--- src/rtl/hazard_pkg.sv ---
// rtl/hazard_pkg.sv - shared types and helpers for the pipeline hazard unit
package hazard_pkg;

  // Tracked rd fields are stored at this width; narrower register indices are zero-extended.
  localparam int RD_W_MAX = 8;
  localparam int FWD_RF   = 0;

  typedef struct packed {
    logic                valid;
    logic [RD_W_MAX-1:0] rd;
    logic                we;
    logic                is_load;
  } entry_t;

  function automatic int fsw_of(input int depth);
    return $clog2(depth + 1);
  endfunction

endpackage

--- src/rtl/hazard_match.sv ---
// rtl/hazard_match.sv - priority search of one source register against tracked entries
module hazard_match
  import hazard_pkg::*;
#(
  parameter int DEPTH  = 3,
  parameter int REG_AW = 5,
  parameter int FSW    = fsw_of(DEPTH)
) (
  input  logic [REG_AW-1:0]  src,
  input  logic               used,
  input  entry_t [DEPTH-1:0] ents,
  output logic               hit,
  output logic [FSW-1:0]     idx,
  output logic               is_load
);

  logic [RD_W_MAX-1:0] src_ext;
  assign src_ext = RD_W_MAX'(src);

  // Scan oldest to youngest so the youngest match is the one left standing.
  always_comb begin
    hit     = 1'b0;
    idx     = '0;
    is_load = 1'b0;
    for (int i = DEPTH - 1; i >= 0; i--) begin
      if (used && (src != '0) && ents[i].valid && ents[i].we && (ents[i].rd == src_ext)) begin
        hit     = 1'b1;
        idx     = FSW'(i);
        is_load = ents[i].is_load;
      end
    end
  end

endmodule

--- src/rtl/pipeline_hazard_unit.sv ---
// rtl/pipeline_hazard_unit.sv - decode stall and operand forwarding control with perf counters
module pipeline_hazard_unit
  import hazard_pkg::*;
#(
  parameter int DEPTH    = 3,
  parameter int REG_AW   = 5,
  parameter int FWD_EN   = 1,
  parameter int LOAD_LAT = 1,
  parameter int CNT_W    = 32,
  parameter int FSW      = fsw_of(DEPTH)
) (
  input  logic              clk,
  input  logic              rst,
  input  logic              id_valid,
  input  logic [REG_AW-1:0] id_rs1,
  input  logic [REG_AW-1:0] id_rs2,
  input  logic              id_rs1_used,
  input  logic              id_rs2_used,
  input  logic [REG_AW-1:0] id_rd,
  input  logic              id_rd_we,
  input  logic              id_is_load,
  input  logic              mem_busy,
  input  logic              flush,
  output logic              stall_o,
  output logic [FSW-1:0]    fwd_rs1_o,
  output logic [FSW-1:0]    fwd_rs2_o,
  output logic [CNT_W-1:0]  stall_cnt_o,
  output logic [CNT_W-1:0]  fwd_cnt_o
);

  localparam logic [FSW-1:0] LOAD_LAT_F = FSW'(LOAD_LAT);

  entry_t [DEPTH-1:0] ents;
  entry_t             new_ent;
  logic               hit1, hit2, ld1, ld2;
  logic [FSW-1:0]     idx1, idx2;
  logic               hz1, hz2, hazard, accept;
  logic [FSW-1:0]     fwd1, fwd2;
  logic [1:0]         fwd_inc;
  logic [CNT_W-1:0]   stall_cnt, fwd_cnt;

  hazard_match #(.DEPTH(DEPTH), .REG_AW(REG_AW), .FSW(FSW)) u_match_rs1 (
    .src(id_rs1), .used(id_rs1_used), .ents(ents), .hit(hit1), .idx(idx1), .is_load(ld1)
  );

  hazard_match #(.DEPTH(DEPTH), .REG_AW(REG_AW), .FSW(FSW)) u_match_rs2 (
    .src(id_rs2), .used(id_rs2_used), .ents(ents), .hit(hit2), .idx(idx2), .is_load(ld2)
  );

  always_comb begin
    if (FWD_EN != 0) begin
      // Only a load still inside its latency window blocks forwarding.
      hz1 = hit1 & ld1 & (idx1 < LOAD_LAT_F);
      hz2 = hit2 & ld2 & (idx2 < LOAD_LAT_F);
    end else begin
      hz1 = hit1;
      hz2 = hit2;
    end
    hazard = id_valid & (hz1 | hz2);
    accept = id_valid & ~hazard & ~flush;
    fwd1   = FSW'(FWD_RF);
    fwd2   = FSW'(FWD_RF);
    if (!rst && id_valid && (FWD_EN != 0) && !hazard) begin
      if (hit1) fwd1 = idx1 + FSW'(1);
      if (hit2) fwd2 = idx2 + FSW'(1);
    end
    new_ent         = '0;
    new_ent.valid   = accept;
    new_ent.rd      = accept ? RD_W_MAX'(id_rd) : '0;
    new_ent.we      = accept & id_rd_we;
    new_ent.is_load = accept & id_is_load;
  end

  assign fwd_inc = accept ? (2'(fwd1 != '0) + 2'(fwd2 != '0)) : 2'd0;

  function automatic logic [CNT_W-1:0] sat_add(input logic [CNT_W-1:0] c, input logic [1:0] inc);
    logic [CNT_W:0] s;
    s = {1'b0, c} + (CNT_W + 1)'(inc);
    return s[CNT_W] ? {CNT_W{1'b1}} : s[CNT_W-1:0];
  endfunction

  always_ff @(posedge clk) begin
    if (rst) begin
      ents      <= '0;
      stall_cnt <= '0;
      fwd_cnt   <= '0;
    end else if (!mem_busy) begin
      for (int i = DEPTH - 1; i > 0; i--) ents[i] <= ents[i-1];
      ents[0] <= new_ent;
      if (hazard && !flush) stall_cnt <= sat_add(stall_cnt, 2'd1);
      fwd_cnt <= sat_add(fwd_cnt, fwd_inc);
    end
  end

  assign stall_o     = ~rst & ((hazard & ~flush) | mem_busy);
  assign fwd_rs1_o   = fwd1;
  assign fwd_rs2_o   = fwd2;
  assign stall_cnt_o = stall_cnt;
  assign fwd_cnt_o   = fwd_cnt;

endmodule
--- config.mk ---
export PLATFORM = sky130hd
export DESIGN_NAME = pipeline_hazard_unit
export DESIGN_NICKNAME = d
export VERILOG_FILES = /design/src/rtl/hazard_pkg.sv /design/src/rtl/hazard_match.sv /design/src/rtl/pipeline_hazard_unit.sv
export SDC_FILE = /design/constraint.sdc
export NUM_CORES = 1
export LEC_CHECK = 0
export CORE_UTILIZATION = 35
export DETAILED_ROUTE_END_ITERATION = 8
export PLACE_DENSITY = 0.67
export SLEW_MARGIN = 20
export SYNTH_ARGS = -nofsm -noshare
export SYNTH_HDL_FRONTEND = slang
export SYNTH_HIERARCHICAL = 1
export SYNTH_SLANG_ARGS = --single-unit
--- constraint.sdc ---
create_clock -name clk -period 6.2 [get_ports clk]
set_input_delay 1.55 -clock clk [delete_from_list [all_inputs] [get_ports clk]]
set_output_delay 1.55 -clock clk [all_outputs]
set_load 0.01 [all_outputs]
==> impl_metrics.py <==
metrics = {
    "route": {
        "final_antenna_net_count": 0,
        "vias": 4459,
        "drt_wl_total_mm": 12.75,
        "drc": 0,
        "via_per_inst": 5.240,
        "drt-pass1-iter-count": 6,
        "drt_iter0_markers": 237,
        "wl_per_cell_um": 14.98,
    },
    "finish": {
        "n_fill_cell": 1254,
        "multi_input_area_um2": 2958,
        "regArea_um2": 1762,
        "layout.nets": 701,
        "drive_gt1_frac": 0.1481,
        "layout-area-overhead-vs-synth_pct": 35.41,
        "antennaDiodeCount": 0,
        "stdcell_count": 851,
    },
    "logic_synthesis": {
        "postSynth.asyncResetShare": 0,
        "yosys_warnings": 6,
        "synth_area_leaders": "dfxtp_1, xnor2_1, xor2_1",
        "synthesis.area_um2": 4798,
        "seq_area_frac_synth": 0.3671,
        "ys.flop_type": "dfxtp_1",
        "syn-instance-count": 537,
        "synth_edf_count": 0,
        "yosysTopAreaCellShare": 0.3671,
        "yosysUniqueCellTypes": 61,
        "ys_seq_elements": 88,
        "syn_avg_cell_area_um2": 8.935,
        "synth_largest_area_cell": "dfxtp_1",
    },
    "setup_path": {
        "cp.required_ns": 4.65,
        "worstSetupEndpointType": "primary output",
        "cpPeakStageDelay_ns": 0.59,
        "cp_cell_sequence": "clkdlybuf4s50_1 -> or4_4 -> o21ai_4 -> buf_4 -> or3_2 -> nor2_1 -> inv_1 -> ha_1 -> nand3_1 -> nand2_1 -> nor3b_2 -> nand2_1 -> buf_4 -> nor2_1 -> dlygate4sd2_1",
        "critPathLaunchType": "primary input",
        "critPathSlowestCell": "clkdlybuf4s50_1",
        "cp.arrival_ns": 4.44,
        "critical_path_class": "primary input to primary output",
        "worstPathMaxFanout": 5,
    },
    "clock_tree": {
        "clk_pin_slew_ns": 0.07,
        "h-tree-depth": 3,
        "cts_root_buffer": "clkbuf_16",
        "cts_hold_buf": 0,
        "clk_latency_ns": 0.35,
        "max-clock-path-buffers": 2,
        "clock-sinks": 88,
        "cts_buffers": 9,
        "cts_tree": "built",
    },
    "job": {
        "cap_violations": 0,
    },
    "grt": {
        "overflow": 0,
        "use_met1": 0.2281,
        "grt_pass1_vias": 4235,
        "grt_use_met3": 0.03975,
        "globalRouteTotalUtil": 0.1826,
        "grt_start_max_net_pins": 72,
        "antenna_found_initial": 0,
        "met2_usage": 0.3041,
        "busiest_layer": "met2",
        "grt_first_pass_wirelength_mm": 20.78,
    },
    "sta": {
        "timing.fmax_mhz": 167.1,
        "slew_headroom": 0.3454,
        "fin_crit_ns": 5.986,
        "worst-slew-pin-transition_ns": 0.9729,
        "finalCritPeriodShare": 0.9654,
        "finalClockSkew_ns": 0.008324,
        "hold_viol_final": 0,
        "finalSetupViolations": 0,
        "whs_ns": 0.5006,
        "rsz0062_at_grt": "yes",
        "maxSlewViolCount": 0,
    },
    "placed_design": {
        "gp_congestion": 0.9238,
        "port_buffers": 92,
        "dp.cells": 833,
        "hpwl_mm": 9.006,
    },
    "pwr": {
        "powerDensity_nw_per_um2": 189.4,
        "vdd_drop_max_mv": 0.1232,
        "power_leakage_nw": 2.281,
    },
    "floorplan": {
        "ios": 93,
        "rows": 42,
        "initial_core_util": 0.3609,
        "die-area_um2": 14180,
        "die_height_um": 119.1,
        "die_width_um": 119.1,
        "core_um2": 13300,
    },
    "min_path": {
        "hp-class": "flip-flop to flip-flop",
    },
    "outcome": {
        "status": "finished clean",
    },
}
[layout by cell type (no fill, tap or decap), types with 7 or more instances in the layout]
cell type | synthesis | layout
dfxtp_1 | 88 | 88
clkdlybuf4s50_1 | 0 | 82
a21oi_1 | 48 | 48
xnor2_1 | 47 | 47
nand2_1 | 39 | 39
buf_4 | 2 | 36
nor2_1 | 35 | 35
xor2_1 | 33 | 33
nand4_1 | 26 | 26
nand3_1 | 23 | 23
mux2i_1 | 21 | 21
a21oi_2 | 19 | 19
conb_1 | 1 | 18
nor3_1 | 17 | 17
inv_1 | 15 | 15
nor4_1 | 14 | 12
clkbuf_16 | 0 | 9
and3_1 | 8 | 8
nand3b_1 | 7 | 7
[stage by stage]
| stage | worst slack, ns | setup TNS [ns] | util | instance area, µm² | power (W) |
|---|---|---|---|---|---|
| after floorplan | 0.2084 | 0 | - | 4862 | 0.0006197 |
| after global routing | -0.01767 | -0.01767 | 0.4887 | 6497 | 0.001274 |
| final | 0.2144 | 0 | 0.4887 | 6497 | 0.001231 |
| after CTS | 0.1021 | 0 | 0.4856 | 6456 | 0.001246 |
| after global placement | -0.08838 | -1.357 | 0.4602 | 6118 | 0.0006522 |
| after detailed placement | -0.2505 | -6.044 | 0.4602 | 6118 | 0.0006531 |
[power breakdown]
group / switching (W) / internal [W] / leakage, nW
combinational: 0.0000367 / 0.0000340 / 1.42
sequential: 0.00000299 / 0.000567 / 0.709
clock: 0.000234 / 0.000355 / 0.151
total: 0.000274 / 0.000957 / 2.28
[kinds of logic after synthesis]
kind of cell,Yosys count,synth area share
other cells,1,0.0007815
buf+inv,37,0.03781
mux,22,0.04615
compound gates,91,0.1293
fa+ha+maj,7,0.01982
xor+xnor,80,0.1460
flops,88,0.3671
simple gates,211,0.2529
[worst max-delay path: cells and delay by family]
family | cells | cell delay, ns
adders and majority gates | 1 | 0.17
AOI/OAI and AO/OA | 1 | 0.05
and+or+nand+nor | 8 | 1.44
buffers and inverters | 5 | 1.24
[state kept, by name, indices dropped and copies added (netlist names)]
register     cells
stall_cnt_o     32
ents            24
fwd_cnt_o       32
[final cells by class]
type / instances / area share
multi-input combinational: 429 / 0.4552
sequential: 88 / 0.2711
timing repair buffer: 127 / 0.1818
clock buffer: 10 / 0.03524
tap: 176 / 0.03389
clock inverter: 6 / 0.01406
inverter: 15 / 0.008666
[cell usage after synthesis, types with 2 or more instances]
library cell / number
o31ai_1: 3
o21ai_1: 2
nand3b_1: 7
xnor2_1: 47
and4_1: 5
ha_1: 6
and2_1: 3
inv_1: 15
nand3_1: 23
nand2_1: 39
nand2b_1: 4
o21ai_4: 2
buf_1: 3
mux2i_1: 21
nor3b_1: 7
a311oi_1: 2
nor3_1: 17
nor2_1: 35
or3_4: 2
a41oi_1: 2
or4_4: 2
nand4_1: 26
o22a_1: 2
clkbuf_1: 12
and3_1: 8
nor4_1: 14
a31oi_1: 4
buf_6: 2
xor2_1: 33
dfxtp_1: 88
nand4b_1: 4
a21oi_1: 48
buf_4: 2
a21oi_2: 19
or3_2: 2
[routing by layer]
metal | vias to the layer above | part of all wire | wire (µm)
met2 | 125 | 0.49 | 6208
li1 | 2178 | - | -
met3 | 16 | 0.053 | 671
met1 | 2140 | 0.44 | 5673
met4 | 0 | 0.015 | 195
met5 | - | 0 | 0
[path summary, 6_finish.rpt]
check | cells past startpoint | end | slack, ns | from
worst max-delay path | 15 | fwd_rs2_o[1] | 0.21 | id_rs1[3]
worst min-delay path | 2 | ents[1] | 0.50 | ents[1]
worst max register to register | 22 | fwd_cnt_o[22] | 1.76 | ents[16]
worst min register to register | 2 | ents[1] | 0.50 | ents[1]
[what timing repair did]
item                       CTS  global route
resized for setup            7             8
setup buffers                1             1
pin swaps                    1             4
setup endpoints to repair    4            31
Note: power is estimated with default switching activity, not from simulation.
